$ cat config.mk
export PLATFORM = sky130hd
export DESIGN_NAME = ps2_frame_receiver
export DESIGN_NICKNAME = d
export VERILOG_FILES = /design/src/rtl/ps2_pkg.sv /design/src/rtl/ps2_clock_filter.sv /design/src/rtl/ps2_frame_receiver.sv
export SDC_FILE = /design/constraint.sdc
export NUM_CORES = 1
export LEC_CHECK = 0
export BUFFER_PORTS_ARGS = -buffer_cell sky130_fd_sc_hd__buf_2
export CAP_MARGIN = 40
export CORE_ASPECT_RATIO = 1.75
export CORE_UTILIZATION = 58
export DETAILED_ROUTE_END_ITERATION = 10
export PLACE_DENSITY = 0.9
export SLEW_MARGIN = 20
export SYNTH_ARGS = -nofsm -noshare
export SYNTH_HDL_FRONTEND = slang
export SYNTH_HIERARCHICAL = 1
export SYNTH_SLANG_ARGS = --single-unit
$ cat constraint.sdc
create_clock -name clock -period 2.3 [get_ports clock]
set_input_delay 0.46 -clock clock [delete_from_list [all_inputs] [get_ports clock]]
set_output_delay 0.46 -clock clock [all_outputs]
set_load 0.005 [all_outputs]
$ cat src/rtl/ps2_pkg.sv
// Shared constants and types for the PS/2 device-to-host frame receiver.
package ps2_pkg;

    localparam int unsigned FRAME_BITS = 11;
    localparam int unsigned DATA_BITS  = 8;
    localparam int unsigned PARITY_IDX = 9;
    localparam int unsigned STOP_IDX   = 10;
    localparam int unsigned BIT_CNT_W  = 4;

    typedef enum logic {
        ST_IDLE    = 1'b0,
        ST_RECEIVE = 1'b1
    } ps2_state_e;

    // Odd parity over data plus parity bit.
    function automatic logic odd_parity_ok(input logic [DATA_BITS-1:0] data, input logic par);
        return ^{data, par};
    endfunction

endpackage

$ cat src/rtl/ps2_clock_filter.sv
// Deglitches the synchronized PS/2 clock and emits a one-cycle strobe
// in the first cycle the filtered clock reads low.
module ps2_clock_filter #(
    parameter int unsigned FILTER_LEN = 4
) (
    input  logic clock,
    input  logic reset,
    input  logic ps2_clk_i,
    output logic strobe_o
);

    localparam int unsigned CNT_W = (FILTER_LEN > 1) ? $clog2(FILTER_LEN) : 1;

    logic             filt_q, filt_d;
    logic [CNT_W-1:0] cnt_q, cnt_d;
    logic             strobe_q, strobe_d;

    always_ff @(posedge clock) begin
        if (!reset) begin
            filt_q   <= 1'b1;
            cnt_q    <= '0;
            strobe_q <= 1'b0;
        end else begin
            filt_q   <= filt_d;
            cnt_q    <= cnt_d;
            strobe_q <= strobe_d;
        end
    end

    // Flip only after FILTER_LEN consecutive disagreeing cycles.
    always_comb begin
        filt_d   = filt_q;
        cnt_d    = '0;
        strobe_d = 1'b0;
        if (ps2_clk_i != filt_q) begin
            if (cnt_q == CNT_W'(FILTER_LEN - 1)) begin
                filt_d   = ps2_clk_i;
                strobe_d = filt_q;
            end else begin
                cnt_d = cnt_q + CNT_W'(1);
            end
        end
    end

    assign strobe_o = strobe_q;

endmodule

$ cat src/rtl/ps2_frame_receiver.sv
// PS/2 device-to-host frame decoder: start/data/parity/stop checking,
// inter-edge timeout, single-byte holding register with valid/ready.
module ps2_frame_receiver
    import ps2_pkg::*;
#(
    parameter int unsigned FILTER_LEN     = 4,
    parameter int unsigned TIMEOUT_CYCLES = 10000
) (
    input  logic                 clock,
    input  logic                 reset,
    input  logic                 ps2ClockSync,
    input  logic                 ps2DataSync,
    output logic [DATA_BITS-1:0] dataOut,
    output logic                 dataValid,
    input  logic                 dataReady,
    output logic                 parityError,
    output logic                 frameError,
    output logic                 overrun
);

    localparam int unsigned TMO_W = $clog2(TIMEOUT_CYCLES + 1);

    logic strobe;

    ps2_state_e             state_q, state_d;
    logic [BIT_CNT_W-1:0]   bit_cnt_q, bit_cnt_d;
    logic [DATA_BITS-1:0]   shift_q, shift_d;
    logic                   parity_q, parity_d;
    logic [TMO_W-1:0]       tmo_q, tmo_d;
    logic [DATA_BITS-1:0]   data_q, data_d;
    logic                   valid_q, valid_d;
    logic                   perr_q, perr_d;
    logic                   ferr_q, ferr_d;
    logic                   ovr_q, ovr_d;

    ps2_clock_filter #(
        .FILTER_LEN (FILTER_LEN)
    ) u_clock_filter (
        .clock     (clock),
        .reset     (reset),
        .ps2_clk_i (ps2ClockSync),
        .strobe_o  (strobe)
    );

    always_ff @(posedge clock) begin
        if (!reset) begin
            state_q   <= ST_IDLE;
            bit_cnt_q <= '0;
            shift_q   <= '0;
            parity_q  <= 1'b0;
            tmo_q     <= '0;
            data_q    <= '0;
            valid_q   <= 1'b0;
            perr_q    <= 1'b0;
            ferr_q    <= 1'b0;
            ovr_q     <= 1'b0;
        end else begin
            state_q   <= state_d;
            bit_cnt_q <= bit_cnt_d;
            shift_q   <= shift_d;
            parity_q  <= parity_d;
            tmo_q     <= tmo_d;
            data_q    <= data_d;
            valid_q   <= valid_d;
            perr_q    <= perr_d;
            ferr_q    <= ferr_d;
            ovr_q     <= ovr_d;
        end
    end

    always_comb begin
        state_d   = state_q;
        bit_cnt_d = bit_cnt_q;
        shift_d   = shift_q;
        parity_d  = parity_q;
        tmo_d     = tmo_q;
        data_d    = data_q;
        valid_d   = valid_q;
        perr_d    = 1'b0;
        ferr_d    = 1'b0;
        ovr_d     = 1'b0;

        if (valid_q && dataReady) begin
            valid_d = 1'b0;
        end

        unique case (state_q)
            ST_IDLE: begin
                tmo_d = '0;
                if (strobe) begin
                    if (!ps2DataSync) begin
                        state_d   = ST_RECEIVE;
                        bit_cnt_d = BIT_CNT_W'(1);
                    end else begin
                        ferr_d = 1'b1;
                    end
                end
            end

            ST_RECEIVE: begin
                if (strobe) begin
                    tmo_d     = '0;
                    bit_cnt_d = bit_cnt_q + BIT_CNT_W'(1);
                    if (bit_cnt_q == BIT_CNT_W'(STOP_IDX)) begin
                        state_d   = ST_IDLE;
                        bit_cnt_d = '0;
                        if (!ps2DataSync) begin
                            ferr_d = 1'b1;
                        end else if (!odd_parity_ok(shift_q, parity_q)) begin
                            perr_d = 1'b1;
                        end else if (!valid_q || dataReady) begin
                            data_d  = shift_q;
                            valid_d = 1'b1;
                        end else begin
                            ovr_d = 1'b1;
                        end
                    end else if (bit_cnt_q == BIT_CNT_W'(PARITY_IDX)) begin
                        parity_d = ps2DataSync;
                    end else begin
                        shift_d = {ps2DataSync, shift_q[DATA_BITS-1:1]};
                    end
                end else if (tmo_q >= TMO_W'(TIMEOUT_CYCLES)) begin
                    // Stalled device: drop the partial frame.
                    ferr_d    = 1'b1;
                    state_d   = ST_IDLE;
                    bit_cnt_d = '0;
                    tmo_d     = '0;
                end else begin
                    tmo_d = tmo_q + TMO_W'(1);
                end
            end

            default: begin
                state_d = ST_IDLE;
            end
        endcase
    end

    assign dataOut     = data_q;
    assign dataValid   = valid_q;
    assign parityError = perr_q;
    assign frameError  = ferr_q;
    assign overrun     = ovr_q;

endmodule

==> impl_metrics.env <==
export IMPL_ant_nets=0
export IMPL_syn_cell_area_mm2=0.00193
export IMPL_synth_seq_area_share_pct=45.7
export IMPL_io_pins=17
export IMPL_ys_top_cells_by_area="dfxtp_1, mux2i_1, xnor2_1"
export IMPL_remaining_drc_errors=0
export IMPL_grt_pass1_wl_mm=5.89
export IMPL_initial_core_util_pct=61.3
export IMPL_numCtsBuffers=5
export IMPL_setup_viol=0
export IMPL_grt_overflow=0
export IMPL_startpoint_type="register"
export IMPL_post_cts_buffers=0
export IMPL_drv_cap=0
export IMPL_yosys_area_share_simple_pct=22.5
export IMPL_synth_distinct_cells=41
export IMPL_grt_usage_pct=22.7
export IMPL_clockRootBuffer="clkbuf_8"
export IMPL_report_final_slew_viol_count=0
export IMPL_dieHeight_um=78.3
export IMPL_setup_tns_ns=0
export IMPL_ir_worst_vdd_mv=0.488
export IMPL_grt_max_degree=23
export IMPL_slew_limit_headroom_pct=58.1
export IMPL_cts_tree="done"
export IMPL_synth_adder_area_share_pct=1.95
export IMPL_yosysTopAreaCellShare_pct=45.7
export IMPL_place_inst=264
export IMPL_cts_sinks=44
export IMPL_ys_seq_elements=44
export IMPL_hold_class="primary input to register"
export IMPL_syn_nets=219
export IMPL_insertion_delay_ns=0.30
export IMPL_n_fill_cell=259
export IMPL_grt_pass1_vias=1433
export IMPL_arrival_ns=2.12
export IMPL_drive_gt1_share_pct=14.4
export IMPL_muxShareOfSynthArea_pct=8.31
export IMPL_area_delta_synth_final_pct=12.1
export IMPL_endpoint_kind="register"
export IMPL_final_cell_count_no_fill=272
export IMPL_gp_congestion=0.808
export IMPL_cts_hold_buffers=0
export IMPL_synth_warnings=6
export IMPL_outcome="finished clean"
export IMPL_dp_hpwl_mm=2.38
export IMPL_p_total_uw=1400
export IMPL_diodes=0
export IMPL_fin_util_pct=68.8
export IMPL_firstDrtPassIters=4
export IMPL_die_area_mm2=0.00357
export IMPL_synth_area_per_cell_um2=9.13
export IMPL_synth_top_family_by_area="simple AND/OR/NAND/NOR gates"
export IMPL_drt_iter0_markers=54
export IMPL_crit_required_ns=2.52
export IMPL_synth_compound_area_share_pct=8.12
export IMPL_via_count=1455
export IMPL_skew_ns=0.00924
export IMPL_netlist_instances=211
export IMPL_min_period_ns=1.89
export IMPL_grt_setup_unrepaired="no"
export IMPL_min_period_over_period_pct=82.2
export IMPL_synth_largest_area_cell="dfxtp_1"
export IMPL_std_cell_rows=27
export IMPL_fp_coreArea_mm2=0.00314
export IMPL_path_class="register to register"
export IMPL_crit_fanout=7
export IMPL_max_freq_ghz=0.529
export IMPL_synth_xor_area_share_pct=10.3
export IMPL_die_w_um=45.6
export IMPL_htreeDepth=2
export IMPL_p_leak_uw=0.000779
export IMPL_clk_pin_slew_worst_paths_ns=0.08
export IMPL_worstMarginPinSlew_ns=0.628
export IMPL_num_nets_final=236
export IMPL_cts_resized_gates=0
export IMPL_mostFrequentLayoutCells="dfxtp_1, nor2_1, nand2_1, mux2i_1, buf_2"
export IMPL_clockBufferDepth=2
export IMPL_power_density_mw_per_mm2=647
export IMPL_vias_per_cell=5.35
export IMPL_hold_viol=0
export IMPL_io_buffer_count=16
export IMPL_final_common_cell="dfxtp_1"
export IMPL_drt_wirelength_per_cell_um=12.6
export IMPL_antenna_found_initial=0
export IMPL_holdWs_ns=0.417
export IMPL_routed_wl_mm=3.44
-- synth_stat cells (all sizes together) --
| master | count |
|---|---|
| a211oi | 1 |
| nor4b | 1 |
| or3 | 2 |
| buf | 1 |
| xnor2 | 14 |
| a22o | 1 |
| nor2 | 32 |
| a21oi | 10 |
| nand3b | 1 |
| and4b | 1 |
| nand2 | 25 |
| and4bb | 1 |
| nand2b | 2 |
| nand4b | 1 |
| inv | 8 |
| xor2 | 6 |
| nor2b | 2 |
| a211o | 1 |
| ha | 3 |
| and3 | 1 |
| and4 | 1 |
| o211a | 1 |
| xnor3 | 1 |
| o21ai | 8 |
| o22ai | 1 |
| nor3 | 4 |
| or4bb | 1 |
| clkbuf | 6 |
| nand3 | 8 |
| mux2i | 16 |
| a31oi | 1 |
| nor4 | 1 |
| o31ai | 2 |
| dfxtp | 44 |
| nand4 | 2 |
-- critical path, stage by stage, from the launching register on --
cell and delay [ns]:
dfxtp_1 0.40, xnor2_1 0.12, xnor2_1 0.35, xnor3_2 0.50
nor2_8 0.20, mux2i_1 0.24
-- metrics by stage --
step | cell area [µm²] | worst slack, ns
2_1_floorplan | 1930 | 0.598
3_3_place_gp | 2040 | 0.571
3_5_place_dp | 2040 | 0.489
4_1_cts | 2160 | 0.404
5_1_grt | 2160 | 0.286
6_report | 2160 | 0.409
-- final timing paths --
| check | startpoint | endpoint | slack, ns | cells past startpoint |
|---|---|---|---|---|
| worst max-delay path | shift_q[2]$_SDFFE_PN0P_ | dataOut[5]$_SDFFE_PN0P_ | 0.41 | 5 |
| worst min-delay path | ps2ClockSync | u_clock_filter/filt_q$_SDFFE_PN1P_ | 0.42 | 3 |
| worst max register to register | shift_q[2]$_SDFFE_PN0P_ | dataOut[5]$_SDFFE_PN0P_ | 0.41 | 5 |
| worst min register to register | u_clock_filter/cnt_q[0]$_SDFF_PP0_ | u_clock_filter/cnt_q[0]$_SDFF_PP0_ | 0.44 | 1 |
-- power by group --
part | internal [µW] | switching [µW] | leakage [µW]
registers | 763 | 1.17 | 0.000355
clock network | 355 | 258 | 0.0000614
logic | 6.25 | 14.1 | 0.000363
-- cell families (layout without fill, tap and decap cells) --
logic type | after synthesis | after routing
muxes | 16 | 16
and+or+nand+nor | 86 | 86
AOI/OAI and AO/OA | 26 | 26
xor gates and xnor gates | 21 | 21
DFF | 44 | 44
adders and majority gates | 3 | 3
buffers and inverters | 15 | 33
-- sequential cells by signal, summed over array words and instances (netlist names), 2 cells and up --
name / flops
bit_cnt_q: 4
u_clock_filter/cnt_q: 2
tmo_q: 14
dataOut: 8
shift_q: 8
-- layout make-up --
class,instances,area [µm²],share of cell area (%)
multi-input cells,152,987,45.7
inverters,8,30.0,1.39
clock buffers,6,82.6,3.82
flip-flops and latches,44,881,40.8
clock inverters,2,38.8,1.80
repair buffers,17,87.6,4.05
well taps,43,53.8,2.49
-- metal layers --
metal,track usage [%],vias up,routed length (µm)
li1,-,744,-
met1,21.4,678,1380
met2,40.4,26,1850
met3,5.52,7,116
met4,14.5,0,91
met5,0,-,0
Power figures use the tool's default switching activity.
